$ cat src/rtl/reset_sequencer.sv
// reset_sequencer: releases NUM_CH active-low resets one at a time after a hold period.
//
// After reset, or on any edge where trigger_i is high, every channel is held in reset for
// HOLD_CYCLES. The channels are then released in ascending order, STEP_CYCLES apart.
// done_o pulses for one cycle SETTLE_CYCLES after the last release slot.
//
// Ports:
//   clk_i        rising-edge clock
//   rst_i        synchronous active-high reset; overrides everything
//   trigger_i    restart request, sampled on every edge
//   ch_en_i      per-channel enable, captured at each start edge
//   rst_n_out_o  active-low channel resets (bit k -> channel k)
//   busy_o       high while a sequence is running
//   done_o       one-cycle completion pulse
//   stage_o      index of the next channel to release (holds NUM_CH-1 after the last)
module reset_sequencer #(
  parameter int unsigned NUM_CH        = 4,
  parameter int unsigned HOLD_CYCLES   = 5,
  parameter int unsigned STEP_CYCLES   = 3,
  parameter int unsigned SETTLE_CYCLES = 2,
  localparam int unsigned StageW       = (NUM_CH > 1) ? $clog2(NUM_CH) : 1
) (
  input  logic              clk_i,
  input  logic              rst_i,
  input  logic              trigger_i,
  input  logic [NUM_CH-1:0] ch_en_i,
  output logic [NUM_CH-1:0] rst_n_out_o,
  output logic              busy_o,
  output logic              done_o,
  output logic [StageW-1:0] stage_o
);

  localparam int unsigned MaxHs  = (HOLD_CYCLES > STEP_CYCLES) ? HOLD_CYCLES : STEP_CYCLES;
  localparam int unsigned MaxCyc = (MaxHs > SETTLE_CYCLES) ? MaxHs : SETTLE_CYCLES;
  localparam int unsigned CntW   = $clog2(MaxCyc + 1);

  localparam logic [1:0] StHold   = 2'd0;
  localparam logic [1:0] StStep   = 2'd1;
  localparam logic [1:0] StSettle = 2'd2;
  localparam logic [1:0] StIdle   = 2'd3;

  logic [1:0]        state_q, state_d;
  logic [CntW-1:0]   cnt_q, cnt_d;
  logic [NUM_CH-1:0] en_q, en_d;
  logic [NUM_CH-1:0] rst_n_q, rst_n_d;
  logic              busy_q, busy_d;
  logic              done_q, done_d;
  logic [StageW-1:0] stage_q, stage_d;
  // Set while in reset so the first edge after reset acts as a start edge.
  logic              start_q, start_d;

  always_comb begin
    state_d = state_q;
    cnt_d   = cnt_q;
    en_d    = en_q;
    rst_n_d = rst_n_q;
    busy_d  = busy_q;
    done_d  = 1'b0;
    stage_d = stage_q;
    start_d = 1'b0;

    if (start_q || trigger_i) begin
      state_d = StHold;
      cnt_d   = '0;
      en_d    = ch_en_i;
      rst_n_d = '0;
      busy_d  = 1'b1;
      stage_d = '0;
    end else begin
      unique case (state_q)
        StHold: begin
          if (cnt_q == CntW'(HOLD_CYCLES - 1)) begin
            cnt_d      = '0;
            rst_n_d[0] = en_q[0];
            if (NUM_CH == 1) begin
              state_d = StSettle;
            end else begin
              state_d = StStep;
              stage_d = StageW'(1);
            end
          end else begin
            cnt_d = cnt_q + CntW'(1);
          end
        end
        StStep: begin
          if (cnt_q == CntW'(STEP_CYCLES - 1)) begin
            cnt_d = '0;
            for (int unsigned k = 0; k < NUM_CH; k++) begin
              if (stage_q == StageW'(k)) rst_n_d[k] = en_q[k];
            end
            // Disabled channels still consume their slot; stage parks on the last index.
            if (stage_q == StageW'(NUM_CH - 1)) begin
              state_d = StSettle;
            end else begin
              stage_d = stage_q + StageW'(1);
            end
          end else begin
            cnt_d = cnt_q + CntW'(1);
          end
        end
        StSettle: begin
          if (cnt_q == CntW'(SETTLE_CYCLES - 1)) begin
            cnt_d   = '0;
            state_d = StIdle;
            busy_d  = 1'b0;
            done_d  = 1'b1;
          end else begin
            cnt_d = cnt_q + CntW'(1);
          end
        end
        default: begin
          // Idle: wait for trigger_i.
        end
      endcase
    end
  end

  always_ff @(posedge clk_i) begin
    if (rst_i) begin
      state_q <= StHold;
      cnt_q   <= '0;
      en_q    <= '0;
      rst_n_q <= '0;
      busy_q  <= 1'b1;
      done_q  <= 1'b0;
      stage_q <= '0;
      start_q <= 1'b1;
    end else begin
      state_q <= state_d;
      cnt_q   <= cnt_d;
      en_q    <= en_d;
      rst_n_q <= rst_n_d;
      busy_q  <= busy_d;
      done_q  <= done_d;
      stage_q <= stage_d;
      start_q <= start_d;
    end
  end

  assign rst_n_out_o = rst_n_q;
  assign busy_o      = busy_q;
  assign done_o      = done_q;
  assign stage_o     = stage_q;

endmodule

$ cat config.mk
export PLATFORM = sky130hd
export DESIGN_NAME = reset_sequencer
export DESIGN_NICKNAME = d
export VERILOG_FILES = /design/src/rtl/reset_sequencer.sv
export SDC_FILE = /design/constraint.sdc
export NUM_CORES = 1
export LEC_CHECK = 0
export CORE_MARGIN = 10
export CORE_UTILIZATION = 50
export DETAILED_ROUTE_END_ITERATION = 8
export PLACE_DENSITY = 0.75
export SLEW_MARGIN = 20
export SYNTH_ARGS = -nofsm -noshare
export SYNTH_HDL_FRONTEND = slang
export SYNTH_SLANG_ARGS = --single-unit
$ cat constraint.sdc
create_clock -name clk_i -period 5.2 [get_ports clk_i]
set_input_delay 1.04 -clock clk_i [delete_from_list [all_inputs] [get_ports clk_i]]
set_output_delay 1.04 -clock clk_i [all_outputs]
set_load 0.005 [all_outputs]
== Yosys cells after proc, flatten, opt, wreduce, memory -nomap -nowiden ==
Cells that the tools add are included.
Storage, ports and cells
  output and inout bits: 8
  bits in registers: 18
  input bits: 7
  logic and storage cells: 60
Operators by class
  bitwise gates (word level): 1
  reductions and logical operators: 14
  muxes and demuxes: 18
  equal/unequal tests: 14
  add/subtract/negate cells: 2
Operator list (count)
  2-bit two-way mux: 6
  2-bit inequality test (second input constant): 6
  3-bit two-way mux: 3
  3-bit one-hot mux with 3 select lines: 1
  3-bit AND reduction: 3
  4-bit AND reduction: 2
  2-bit == test (second input constant): 3
  2-bit one-hot mux with 3 select lines: 1
  1-bit two-way mux: 5
  5-bit AND reduction: 1
  2-bit by 1-bit == test with 1-bit output (second input constant): 2
  2-bit logical NOT: 2
  2-bit one-hot mux with 2 select lines: 1
  3-bit by 1-bit adder with 3-bit output (second input constant): 1
  3-bit by 1-bit == test with 1-bit output (second input constant): 1
  3-bit by 2-bit == test with 1-bit output (second input constant): 1
  3-bit == test (second input constant): 1
  3-bit nonzero test: 1
  3-bit OR reduction: 1
  2-bit by 1-bit adder with 2-bit output (second input constant): 1
  1-bit one-hot mux with 2 select lines: 1
  2-bit AND reduction: 1
  2-bit nonzero test: 1
  2-bit OR reduction: 1
  2 further kinds: 2

== Depth between registers and ports, before layout ==
  depth after elaboration: 4
  depth in mapped cells: 7
  depth with buffers taken out: 6

== Least setup slack after synthesis ==
No wires, ideal clock.
  path kind: input port to flip-flop
  from: in trigger_i
  to: reg cnt_q[2]
  stages: 3
  slack: 3.395 ns
  library setup time: 0.075 ns
  data required time: 5.125 ns
  arrival: 1.730 ns
  buffers on the path: 0
  path through: nor3_1 -> o311ai_0 -> a31oi_1
Between the ends
  word-level cells in the longest chain between the ends: 2
Ends and longest elaborated chain
  start, declared: RTL line 25  | input logic trigger_i,
  1-bit logical OR: RTL line 62  | if (start_q || trigger_i) begin
  2-bit OR reduction (no source line)
  end signal, assigned: RTL line 130  | cnt_q <= cnt_d;
  end, declared: RTL line 43  | logic [CntW-1:0] cnt_q, cnt_d;
Every way passes these cells.
A chain may end at the register's enable or synchronous reset.

== Worst setup path after layout ==
  from: reg stage_q[0], in the netlist stage_o[0]
  to: out stage_o[0]
RTL lines
  start, declared: RTL line 48  | logic [StageW-1:0] stage_q, stage_d;
  start signal, assigned: RTL line 135  | stage_q <= stage_d;
  end, declared: RTL line 30  | output logic [StageW-1:0] stage_o
No word-level cell between the ends.

==> summary.txt <==
First-pass GRT wire length: 3.45 mm
Sequential share of power: 64.3%
Clk_lat worst skew: 0.29 ns
Syn nets: 140
All-Layer GR Usage: 10.1%
Tot Pwr: 0.222 mW
CP startpoint: stage_o[0]
Die ar.: 4230 sq um
Run status: finished clean
Clock share of power: 29.9%
Hpwl dp: 1.70 mm
Clock Tree Buf Depth: 2
Hold_buf cts: 0
CTS resizes: 0
Layout cells sized above 1: 3.01%
Power Dens Cells: 188 nW/um^2
CTS Root Cell: clkbuf_4
Final Hold Fails: 0
Port-buffer cells: 14
Crit start category: register
Worst Path Buf+Inv: 1
Post-CTS Setup Inserts: 0
Synth cell types: 29
Placement row count: 16
Worst stage delay on the critical path: 0.54 ns
Tcrit/Tclk final: 44.4%
LEAKAGE: 0.428 nW
Yosys reg bits: 18
Core area: 1940 sq um
NetSw: 0.0478 mW
Rel. slew slack: 61.0%
RSZ-0062 raised after global routing: no
Die W: 65.0 um
Max Freq: 0.433 GHz
Avg WL per Cell: 13.5 um
DRT met1 WL: 946 um
Antenna Nets Post-Route: 0
Via-to-Cell Ratio: 5.52
Clock sinks: 18
Via count of the routed design: 883
Max-Cap Viols: 0
1st-iter DRT viols: 26
Register area: 360 sq um
Hold Path Class: register to register
Synth Cell Area: 1010 sq um
Top Metal Used: met4
Critical path class: register to output pin
Largest net degree at the start of global routing: 10
Max VDD drop: 0.000210 V
Reg clk slew, reported paths: 0.09 ns
Reg-to-Reg End: stage_o[1]
Worst path cell trace: clkdlybuf4s50_1
Drt first pass iters: 4
Grt ovf: 0
Final GP Congestion: 0.825
Crit path to: stage_o[0]
Vias in the first global route: 814
Final Util: 60.8%
Critical Path Fanout Max: 6
Die height: 65.0 um
Antenna diode count: 0
WP depth: 1
WL final: 2.16 mm
Met2 Wirelength: 1.09 mm
Worst clock skew: 0.00192 ns
Max Slew Vio Count: 0
Area Growth Syn to Fin: 16.4%
CTS tree: yes
Minimum clock period: 2.31 ns
# setup viols final: 0
Syn_area_per_cell: 8.45 sq um
Total CTS buffers: 3
Combinational power share: 5.8%
Sum Neg Setup Slack: 0 ns
Slowest-stage cell, CP: clkdlybuf4s50_1
Starting density of the core: 52.2%
H-tree depth: 1
Hold slack final: 0.459 ns
Internal: 0.174 mW
Fillers: 178
Worst EP required: 4.16 ns
Launching point of the worst reg2reg path: state_q[1]
Nets: 155
Initial antenna violation count: 0
Footprint of the multi-input gates: 597 sq um
Synthesis Warnings: 0
R2R depth: 6
Total DRC errors in the routed layout: 0
Switch share: 21.5%
Num ports: 15
Worst slew pin tran: 0.580 ns
WP data arrival: 1.27 ns
WL met3: 116 um
Crit path max-delay family: buffers and inverters
R2r setup slk: 3.37 ns
Post-synthesis sequential area ratio: 35.6%
Post-synthesis cell count: 120
CP Capture Type: output pin
-- layout by cell type (no fill, tap or decap) --
master	netlist	final
clkdlybuf4s50_1	0	14
clkbuf_4	0	3
nor3b_4	1	1
a21o_1	1	1
xnor2_1	1	1
nand2_1	18	18
a211o_1	1	1
nor2_1	6	6
ha_1	13	13
or3_1	2	2
a22o_1	2	2
nor2b_1	2	2
nor3_1	3	3
and3b_1	1	1
and4b_1	1	1
a222oi_1	1	1
o21ai_0	9	9
inv_1	7	7
nand2b_1	3	3
and3_1	2	2
o311ai_0	1	1
a21oi_1	11	11
o211ai_1	1	1
dfxtp_1	18	18
mux2i_1	1	1
a31oi_1	2	2
a22oi_1	1	1
nand4_1	1	1
nand3_1	6	6
-- metal layers --
layer / global-route usage [%] / vias to the layer above
li1: - / 443
met1: 10.0 / 421
met2: 18.5 / 17
met3: 4.81 / 2
met4: 2.41 / 0
met5: 0 / -
-- power groups by stage --
stage | clock network (mW) | logic, mW | registers, mW
5_1_grt | 0.0742 | 0.0140 | 0.143
3_5_place_dp | 0 | 0.0127 | 0.146
2_1_floorplan | 0 | 0.00598 | 0.145
4_1_cts | 0.0682 | 0.0128 | 0.143
6_report | 0.0664 | 0.0129 | 0.143
3_3_place_gp | 0 | 0.0124 | 0.146
-- sequential cells by signal, summed over array words and instances (netlist names) --
register     count
en_q             4
rst_n_out_o      4
cnt_q            3
stage_o          2
state_q          2
busy_o           1
done_o           1
start_q          1
-- worst min-delay path by stage --
stage	from	endpoint	slack [ns]	depth (start not counted)
after floorplan	en_q[1]	en_q[1]	0.43	2
after global placement	rst_n_out_o[1]	rst_n_out_o[1]	0.44	2
after detailed placement	en_q[0]	en_q[0]	0.45	2
after CTS	en_q[0]	en_q[0]	0.46	2
after global routing	rst_n_out_o[3]	rst_n_out_o[3]	0.48	2
final	en_q[0]	en_q[0]	0.46	2
-- cell families (layout without fill, tap and decap cells) --
| family | after synthesis | in the layout | synth area share [%] |
|---|---|---|---|
| flip-flops | 18 | 18 | 35.6 |
| buffers and inverters | 11 | 24 | 5.56 |
| XOR/XNOR | 1 | 1 | 0.864 |
| multiplexers | 1 | 1 | 0.988 |
| AND/OR/NAND/NOR | 46 | 46 | 23.2 |
| adder cells (fa/ha/maj) | 13 | 13 | 16.0 |
| AO/OA/AOI/OAI | 30 | 30 | 17.8 |
-- metrics by stage --
stage	cells	instance area, sq um	setup slack (ns)
detailed placement	157	1160	2.64
global placement	157	1160	2.72
global route	160	1180	2.83
finish	160	1180	2.89
floorplan	120	1010	3.39
CTS	160	1180	2.88
-- synth_stat cells --
cell / n / area, sq um
a211o_1: 1 / 8.76
and3_1: 2 / 12.5
a21oi_1: 11 / 55.1
xnor2_1: 1 / 8.76
clkbuf_1: 2 / 7.51
nand2b_1: 3 / 18.8
a21o_1: 1 / 7.51
a22oi_1: 1 / 7.51
and3b_1: 1 / 8.76
buf_6: 2 / 22.5
dfxtp_1: 18 / 360
ha_1: 13 / 163
nand3_1: 6 / 30.0
nand2_1: 18 / 67.6
or3_1: 2 / 12.5
mux2i_1: 1 / 10.0
inv_1: 7 / 26.3
nor3b_4: 1 / 18.8
a222oi_1: 1 / 10.0
o211ai_1: 1 / 7.51
a22o_1: 2 / 17.5
and4b_1: 1 / 10.0
nor3_1: 3 / 15.0
o311ai_0: 1 / 8.76
o21ai_0: 9 / 45.0
a31oi_1: 2 / 12.5
nor2b_1: 2 / 12.5
nand4_1: 1 / 6.26
nor2_1: 6 / 22.5
-- final cells by class --
type	instances	area share, %
clock buffers	3	1.91
repair buffers	14	11.9
inverters	7	2.23
flip-flops and latches	18	30.5
multi-input cells	91	50.6
well taps	27	2.86
Note: power is estimated with default switching activity, not from simulation.
